--- config.mk ---
export PLATFORM = sky130hd
export DESIGN_NAME = branch_predict_unit
export DESIGN_NICKNAME = d
export VERILOG_FILES = /design/src/rtl/branch_predict_unit.sv
export SDC_FILE = /design/constraint.sdc
export NUM_CORES = 2
export LEC_CHECK = 0
export CORE_MARGIN = 3
export CORE_UTILIZATION = 45
export DETAILED_ROUTE_END_ITERATION = 10
export HOLD_SLACK_MARGIN = 0.06
export SYNTH_ARGS = -nofsm -noshare
export SYNTH_HDL_FRONTEND = slang
export SYNTH_SLANG_ARGS = --single-unit
export TNS_END_PERCENT = 1
--- constraint.sdc ---
create_clock -name clk -period 8.68 [get_ports clk]
set_input_delay 0.868 -clock clk [delete_from_list [all_inputs] [get_ports clk]]
set_output_delay 0.868 -clock clk [all_outputs]
set_load 0.02 [all_outputs]
--- src/rtl/branch_predict_unit.sv ---
// Branch target buffer with 2-bit saturating direction counters, mispredict detection,
// a sequential invalidate sweep and a mispredict statistics counter.
module branch_predict_unit #(
  parameter int         ADDR_W    = 32,
  parameter int         DEPTH     = 64,
  parameter int         TAG_W     = 8,
  parameter logic [1:0] ALLOC_CTR = 2'b10,
  parameter int         CNT_W     = 16
) (
  input  logic              clk,
  input  logic              reset,
  input  logic [ADDR_W-1:0] if_pc,
  output logic              pred_hit,
  output logic              pred_taken,
  output logic [ADDR_W-1:0] pred_target,
  input  logic              upd_valid,
  input  logic [ADDR_W-1:0] upd_pc,
  input  logic              upd_taken,
  input  logic [ADDR_W-1:0] upd_target,
  input  logic              upd_pred_taken,
  input  logic [ADDR_W-1:0] upd_pred_target,
  output logic              mispredict,
  output logic [ADDR_W-1:0] redirect_pc,
  input  logic              inv_req,
  output logic              busy,
  output logic [CNT_W-1:0]  miss_count
);

  localparam int INDEX_W = $clog2(DEPTH);

  typedef enum logic {IDLE, CLEAR} state_t;

  logic [DEPTH-1:0]   valid;
  logic [TAG_W-1:0]   tag_mem    [DEPTH];
  logic [ADDR_W-1:0]  target_mem [DEPTH];
  logic [1:0]         ctr_mem    [DEPTH];
  state_t             state;
  logic [INDEX_W-1:0] ptr;

  logic [INDEX_W-1:0] if_idx, upd_idx;
  logic [TAG_W-1:0]   if_tag, upd_tag;
  logic               upd_hit, train_en;

  function automatic logic [1:0] ctr_next(input logic [1:0] c, input logic taken);
    if (taken) return (c == 2'b11) ? c : c + 2'b01;
    else       return (c == 2'b00) ? c : c - 2'b01;
  endfunction

  assign if_idx  = if_pc[INDEX_W+1:2];
  assign if_tag  = if_pc[INDEX_W+TAG_W+1:INDEX_W+2];
  assign upd_idx = upd_pc[INDEX_W+1:2];
  assign upd_tag = upd_pc[INDEX_W+TAG_W+1:INDEX_W+2];

  assign busy     = (state == CLEAR);
  assign upd_hit  = valid[upd_idx] && (tag_mem[upd_idx] == upd_tag);
  assign train_en = upd_valid && !busy;

  // Lookup reads the arrays before this edge's write, giving read-before-write for free.
  // NOTE: every output of always_comb gets a default first so no path can infer a latch.
  always_comb begin
    pred_hit    = 1'b0;
    pred_taken  = 1'b0;
    pred_target = if_pc + ADDR_W'(4);
    if (valid[if_idx] && (tag_mem[if_idx] == if_tag) && !busy) begin
      pred_hit   = 1'b1;
      pred_taken = ctr_mem[if_idx][1];
      if (pred_taken) pred_target = target_mem[if_idx];
    end
  end

  assign mispredict  = upd_valid && ((upd_pred_taken != upd_taken) ||
                                     (upd_taken && (upd_pred_target != upd_target)));
  assign redirect_pc = upd_taken ? upd_target : upd_pc + ADDR_W'(4);

  // Valid bits and the sweep FSM share one block: only valid needs reset to empty the BTB.
  // NOTE: sequential state uses non-blocking assignments so all flops update from pre-edge values.
  always_ff @(posedge clk or posedge reset) begin
    if (reset) begin
      valid <= '0;
      state <= IDLE;
      ptr   <= '0;
    end else begin
      case (state)
        IDLE: begin
          if (train_en && !upd_hit && upd_taken) valid[upd_idx] <= 1'b1;
          if (inv_req) begin
            state <= CLEAR;
            ptr   <= '0;
          end
        end
        CLEAR: begin
          valid[ptr] <= 1'b0;
          ptr        <= ptr + 1'b1;
          if (ptr == INDEX_W'(DEPTH - 1)) state <= IDLE;
        end
        default: state <= IDLE;
      endcase
    end
  end

  // NOTE: tag/target/counter arrays are deliberately not reset; valid alone gates their use.
  always_ff @(posedge clk) begin
    if (train_en) begin
      if (upd_hit) begin
        ctr_mem[upd_idx] <= ctr_next(ctr_mem[upd_idx], upd_taken);
        if (upd_taken) target_mem[upd_idx] <= upd_target;
      end else if (upd_taken) begin
        tag_mem[upd_idx]    <= upd_tag;
        target_mem[upd_idx] <= upd_target;
        ctr_mem[upd_idx]    <= ALLOC_CTR;
      end
    end
  end

  always_ff @(posedge clk or posedge reset) begin
    if (reset)           miss_count <= '0;
    else if (mispredict) miss_count <= miss_count + 1'b1;
  end

endmodule

; ---- Yosys cells after proc, flatten, opt, wreduce, memory -nomap -nowiden
; Memory sizes are Yosys's and may differ from the RTL's.
; Cells that the tools add are included.
[word_totals]
register_bits = 87
latch_bits = 0
ramBits = 2688
rom_bits = 0
inputBits = 134
out_inout_bits = 84
wordCells = 83
mem_count = 3
[op_classes]
n_addsub = 6
n_mul = 0
div_mod_pow = 0
magnitude_cmp = 5
n_eq_ne = 8
shifts = 0
n_mux = 37
bitwise_logic = 6
n_reduce_logical = 14
[mem_list]
columns = name, words, word_bits, rd, rd_ports_with_merged_regs, wr, line_no
row1 = target_mem, 64, 32, 1, 0, 1, 35  ; logic [ADDR_W-1:0] target_mem [DEPTH];
row2 = tag_mem, 64, 8, 2, 0, 1, 34  ; logic [TAG_W-1:0] tag_mem [DEPTH];
row3 = ctr_mem, 64, 2, 2, 0, 1, 36  ; logic [1:0] ctr_mem [DEPTH];
[op_table]
columns = op, n
row1 = 32-bit 2-to-1 mux, 4
row2 = 64-bit case mux with 2 select lines, 1
row3 = 32-bit by 3-bit adder with 32-bit output (second input constant), 2
row4 = 64-bit bitwise AND, 1
row5 = 64-bit 2-to-1 mux, 1
row6 = 64-bit NOT, 1
row7 = 64-bit OR, 1
row8 = 32-bit inequality test, 1
row9 = 6-bit by 7-bit < comparator with 1-bit output (second input constant), 3
row10 = 1-bit 2-to-1 mux, 18
row11 = 16-bit by 1-bit adder with 16-bit output (second input constant), 1
row12 = 8-bit == test, 2
row13 = 1-bit binary-select mux with 6-bit select, 2
row14 = 1-bit demux with 6-bit select, 2
row15 = 6-bit by 1-bit >= comparator with 1-bit output (second input constant), 2
row16 = 2-bit 2-to-1 mux, 6
row17 = 6-bit case mux with 2 select lines, 1
row18 = 1-bit logical AND, 10
row19 = 6-bit by 1-bit adder with 6-bit output (second input constant), 1
row20 = 6-bit == test (second input constant), 1
row21 = 6-bit 2-to-1 mux, 1
row22 = 2-bit inequality test (second input constant), 2
row23 = 2-bit by 1-bit adder with 2-bit output (second input constant), 1
row24 = 2-bit == test (second input constant), 1
row25 = other kinds (8), 10

; ---- Logic depth before layout (Yosys ltp)
[depth]
ltp_word = 8
depth_mapped = 17
depth_no_buf = 9

; ---- Worst setup path after synthesis
; Ideal clock, no wire load.
[synth_timing]
path_kind = input-to-reg
from = input upd_pc[2]
to = memory ctr_mem[0][1], data pin
setup_time_ns = 0.518
t_arrival_ns = 5.185
setup_slack_ns = 2.977
cell_stages = 15
path_cell_list = buf_6 > buf_6 > buf_6 > buf_6 > buf_2 > mux4_2 > mux2i_1 > nor2_1 > a2111oi_0 > a211oi_1 > and4bb_1 > buf_4 > buf_8 > buf_4 > o21ai_1
[synth_via]
elab_chain_cells = 7
elab_cells_between_ends = 19
[synth_rtl]
columns = element, line_no
row1 = from (decl), 17  ; input logic [ADDR_W-1:0] upd_pc,
row2 = "memory 64 x 2 bit, or another cell as far along", --
row3 = "2-bit by 1-bit subtractor with 2-bit output, or another cell as far along", 46  ; else return (c == 2'b00) ? c : c - 2'b01;
row4 = "2-bit 2-to-1 mux, or another cell as far along", 46
row5 = 2-bit 2-to-1 mux / 1-bit 2-to-1 mux (equally long branches), "45, 104"
row6 = 2-bit 2-to-1 mux / 1-bit 2-to-1 mux (equally long branches), "104, 103"
row7 = 2-bit 2-to-1 mux / 1-bit 2-to-1 mux (equally long branches), "103, 110"
row8 = 2-bit 2-to-1 mux (no line) (*), --
row9 = to (decl), 36
; Every way passes the cells marked *; elsewhere a longest branch is shown, timed or not. The select of a mux whose other input is x is not followed.

; ---- Final worst setup path
[layout_timing]
from = input if_pc[2]
to = output pred_target[27]
[layout_via]
elab_chain_cells = 5
elab_cells_between_ends = 11
[layout_rtl]
columns = element, line_no
row1 = from (decl), 12  ; input logic [ADDR_W-1:0] if_pc,
row2 = memory 64 x 8 bit / 1-bit binary-select mux with 6-bit select (equally long branches), --
row3 = 8-bit == test / 1-bit 2-to-1 mux (equally long branches), 64  ; if (valid[if_idx] && (tag_mem[if_idx] == if_tag) && !busy) begin
row4 = 1-bit logical AND (2 in a row), 64
row5 = 32-bit 2-to-1 mux (*), 64
row6 = to (decl), 15  ; output logic [ADDR_W-1:0] pred_target,
; Marks and branches as above.

==> results.sh <==
export IMPL_outcome="completed"
export IMPL_max_slew_margin_pct=18.71
export IMPL_dr_first_iter_drc_count=9562
export IMPL_period_share_pct=82.92
export IMPL_dr_wl_met2_um=178300
export IMPL_root_buffer="clkbuf_16"
export IMPL_fmax_mhz=138.9
export IMPL_synth_cell_types=77
export IMPL_finalSetupTns_ps=0
export IMPL_yosysWarnings=0
export IMPL_grt_max_degree=138
export IMPL_h_tree_depth=5
export IMPL_drive_above_1_share_pct=29.59
export IMPL_gp_routability_congestion=0.9627
export IMPL_ctsLongestPathBuffers=4
export IMPL_path_max_fanout=74
export IMPL_die_w_um=512.2
export IMPL_worstPathArrival_ps=6330
export IMPL_dr_pass1_iters=9
export IMPL_io_pins=218
export IMPL_met1_length_um=142500
export IMPL_fp_row_count=185
export IMPL_start_util_pct=45.32
export IMPL_clk_pin_slew_worst_paths_ps=60
export IMPL_dr_max_layer_used="met5"
export IMPL_min_path_type="in -> async"
export IMPL_syn_instance_count=5565
export IMPL_gr_total_overflow=0
export IMPL_layout_setup_ws_ps=1483
export IMPL_post_drt_via_cell_ratio=6.606
export IMPL_wl_per_cell_um=38.94
export IMPL_synth_nets=5703
export IMPL_worst_setup_path_type="in -> out"
export IMPL_synthToLayoutAreaGrowth_pct=14.50
export IMPL_skew_ps=69.68
export IMPL_seqPwrFrac_pct=50.4
export IMPL_ant_nets=0
export IMPL_clkLatencyLatePin_ps=910
export IMPL_cts_made_buffers=307
export IMPL_fin_nets=6129
export IMPL_holdBufCountCts=0
export IMPL_pwr_share_clk_pct=41.5
export IMPL_grt_first_pass_wirelength_um=515700
export IMPL_worst_slew_pin_slew_ps=1213
export IMPL_coreArea_um2=254400
export IMPL_p_sw_share_pct=22.88
export IMPL_syn_area_per_cell_um2=20.72
export IMPL_dieArea_um2=262300
export IMPL_p_comb_share_pct=8.1
export IMPL_hpwl_um=224600
export IMPL_portBuffers=217
export IMPL_rsz0062_at_grt="no"
export IMPL_synth_edf_count=2688
export IMPL_post_cts_setup_buffer_count=0
export IMPL_grt_pass1_vias=62750
export IMPL_pwr_density_cell_nw_per_um2=226.5
export IMPL_cp_end_kind="primary output"
export IMPL_ys_flop_type="edfxtp_1"
export IMPL_critPathLaunchType="input pin"
export IMPL_power_leakage_nw=42.12
export IMPL_cts_tree="yes"
export IMPL_slew_viol_final=0
export IMPL_ys_seq_area_share_pct=71.90
export IMPL_antenna_found_initial=21
export IMPL_die_h_um=512.2
export IMPL_wl_met3_um=34140
export IMPL_setup_viol=0
export IMPL_p_switching_w=0.006839
export IMPL_wl_um=373300
export IMPL_grt_usage_pct=28.23
export IMPL_post_place_ws_ps=1525
export IMPL_async_flop_share_pct=3.135
export IMPL_hold_viol_final=0
export IMPL_cts_sinks=2775
export IMPL_ir_worst_vdd_mv=0.2032
export IMPL_final_area_um2=132000
export IMPL_worstPathRequired_ps=7810
export IMPL_p_int_w=0.02305
export IMPL_place_area_um2=122600
export IMPL_maxCapViolations=0
export IMPL_syn_area_um2=115300
export IMPL_via_count=63340
export IMPL_ctsResizeCount=0
export IMPL_ys_ff_latch=2775
export IMPL_drc=0
export IMPL_period_needed_ps=7197
-- through the flow --
step	total power, W	hold slack (ps)	instances	util [%]
final	0.02989	193.6	9588	51.89
after global routing	0.03072	168.7	9581	51.88
after CTS	0.03002	136.4	9570	51.87
after detailed placement	0.01773	477.1	9048	48.17
after global placement	0.01770	463.8	9048	48.17
after floorplan	0.01661	477.6	5565	-
-- synthesized netlist by cell type, types with 57 or more instances --
cell type	n	area [µm²]
nor2_1	150	563.0
a221oi_1	59	516.8
a22oi_1	79	593.1
mux2i_1	138	1381
o211a_1	60	600.6
nand2_1	166	623.1
o31ai_1	61	457.9
o21ai_0	115	575.6
xnor2_1	57	499.2
dfrtp_1	87	2177
nand3_1	61	305.3
clkbuf_1	187	701.9
buf_2	117	585.6
nor3_1	81	405.4
mux4_2	892	20090
mux2_2	87	979.7
edfxtp_1	2688	80720
-- cell type report --
| class | count | area [µm²] |
|---|---|---|
| repair buffers | 493 | 4220 |
| clock buffers | 370 | 8068 |
| clock inverters | 152 | 1340 |
| inverters | 27 | 106.4 |
| diodes | 18 | 45.04 |
| multi-input cells | 2387 | 31120 |
| flip-flops and latches | 2775 | 82890 |
| well taps | 3366 | 4212 |
| fillers | 19780 | 122400 |
-- worst max-delay path: stages --
cell and delay, ps:
buf_8 600, nor2b_1 820, a31o_2 270, a31oi_1 50, a31oi_1 370, o21ai_0 300
mux2_2 310, nor4bb_1 470, nand4_4 710, buf_4 470, mux2_2 260, clkdlybuf4s50_1 610
-- path summary, 6_finish.rpt --
kind	from	cells after the start	to	slack (ps)
min in group clk	upd_target[26]	1	target_mem[20][26]	390
max in group asynchronous	reset	3	valid[30]	7160
setup reg to reg	tag_mem[45][6]	11	ctr_mem[10][0]	3660
setup / recovery	if_pc[2]	12	pred_target[27]	1480
hold / removal	reset	2	miss_count[7]	190
hold reg to reg	miss_count[15]	1	miss_count[15]	490
-- sequential cells by signal, indices dropped and copies added, names as in the netlist --
| name | flops |
|---|---|
| busy | 1 |
| ctr_mem | 128 |
| miss_count | 16 |
| ptr | 6 |
| tag_mem | 512 |
| target_mem | 2048 |
| valid | 64 |
-- cell usage in the layout (no fill, tap or decap), types with 27 or more instances in the layout --
master	instances
o211a_1	60
clkbuf_1	56
xnor2_1	57
clkbuf_16	314
a221oi_1	59
nand2_1	161
o31ai_1	61
nand4_1	29
buf_4	266
clkinv_2	49
a21oi_1	37
o21ai_0	115
nand3_1	61
clkdlybuf4s50_1	167
nor2_1	83
edfxtp_1	2688
xor2_1	53
dfrtp_1	87
mux2i_1	138
a22oi_1	79
nor3_1	61
o22ai_1	27
mux2_2	87
mux4_2	892
clkinv_1	63
buf_2	41
nor2_4	63
-- power groups by stage --
stage	sequential [W]	combinational (W)	clock, W
floorplan	0.0153	0.00134	0
global placement	0.0153	0.00239	0
detailed placement	0.0153	0.00240	0
CTS	0.0150	0.00241	0.0126
global route	0.0151	0.00253	0.0131
finish	0.0151	0.00243	0.0124
-- routing by layer --
metal | vias up | track usage [%]
met5 | - | 0
met4 | 4 | 12.16
met3 | 751 | 5.797
met2 | 3931 | 44.47
met1 | 34100 | 38.46
li1 | 24560 | -
-- kinds of logic after synthesis --
logic type / synth area share (%)
buffers and inverters: 1.683
flip-flops: 71.90
multiplexers: 19.48
AO/OA/AOI/OAI: 3.526
AND/OR/NAND/NOR: 2.516
adder cells (fa/ha/maj): 0.05210
XOR/XNOR: 0.8357
(Power assumes the default switching activity.)
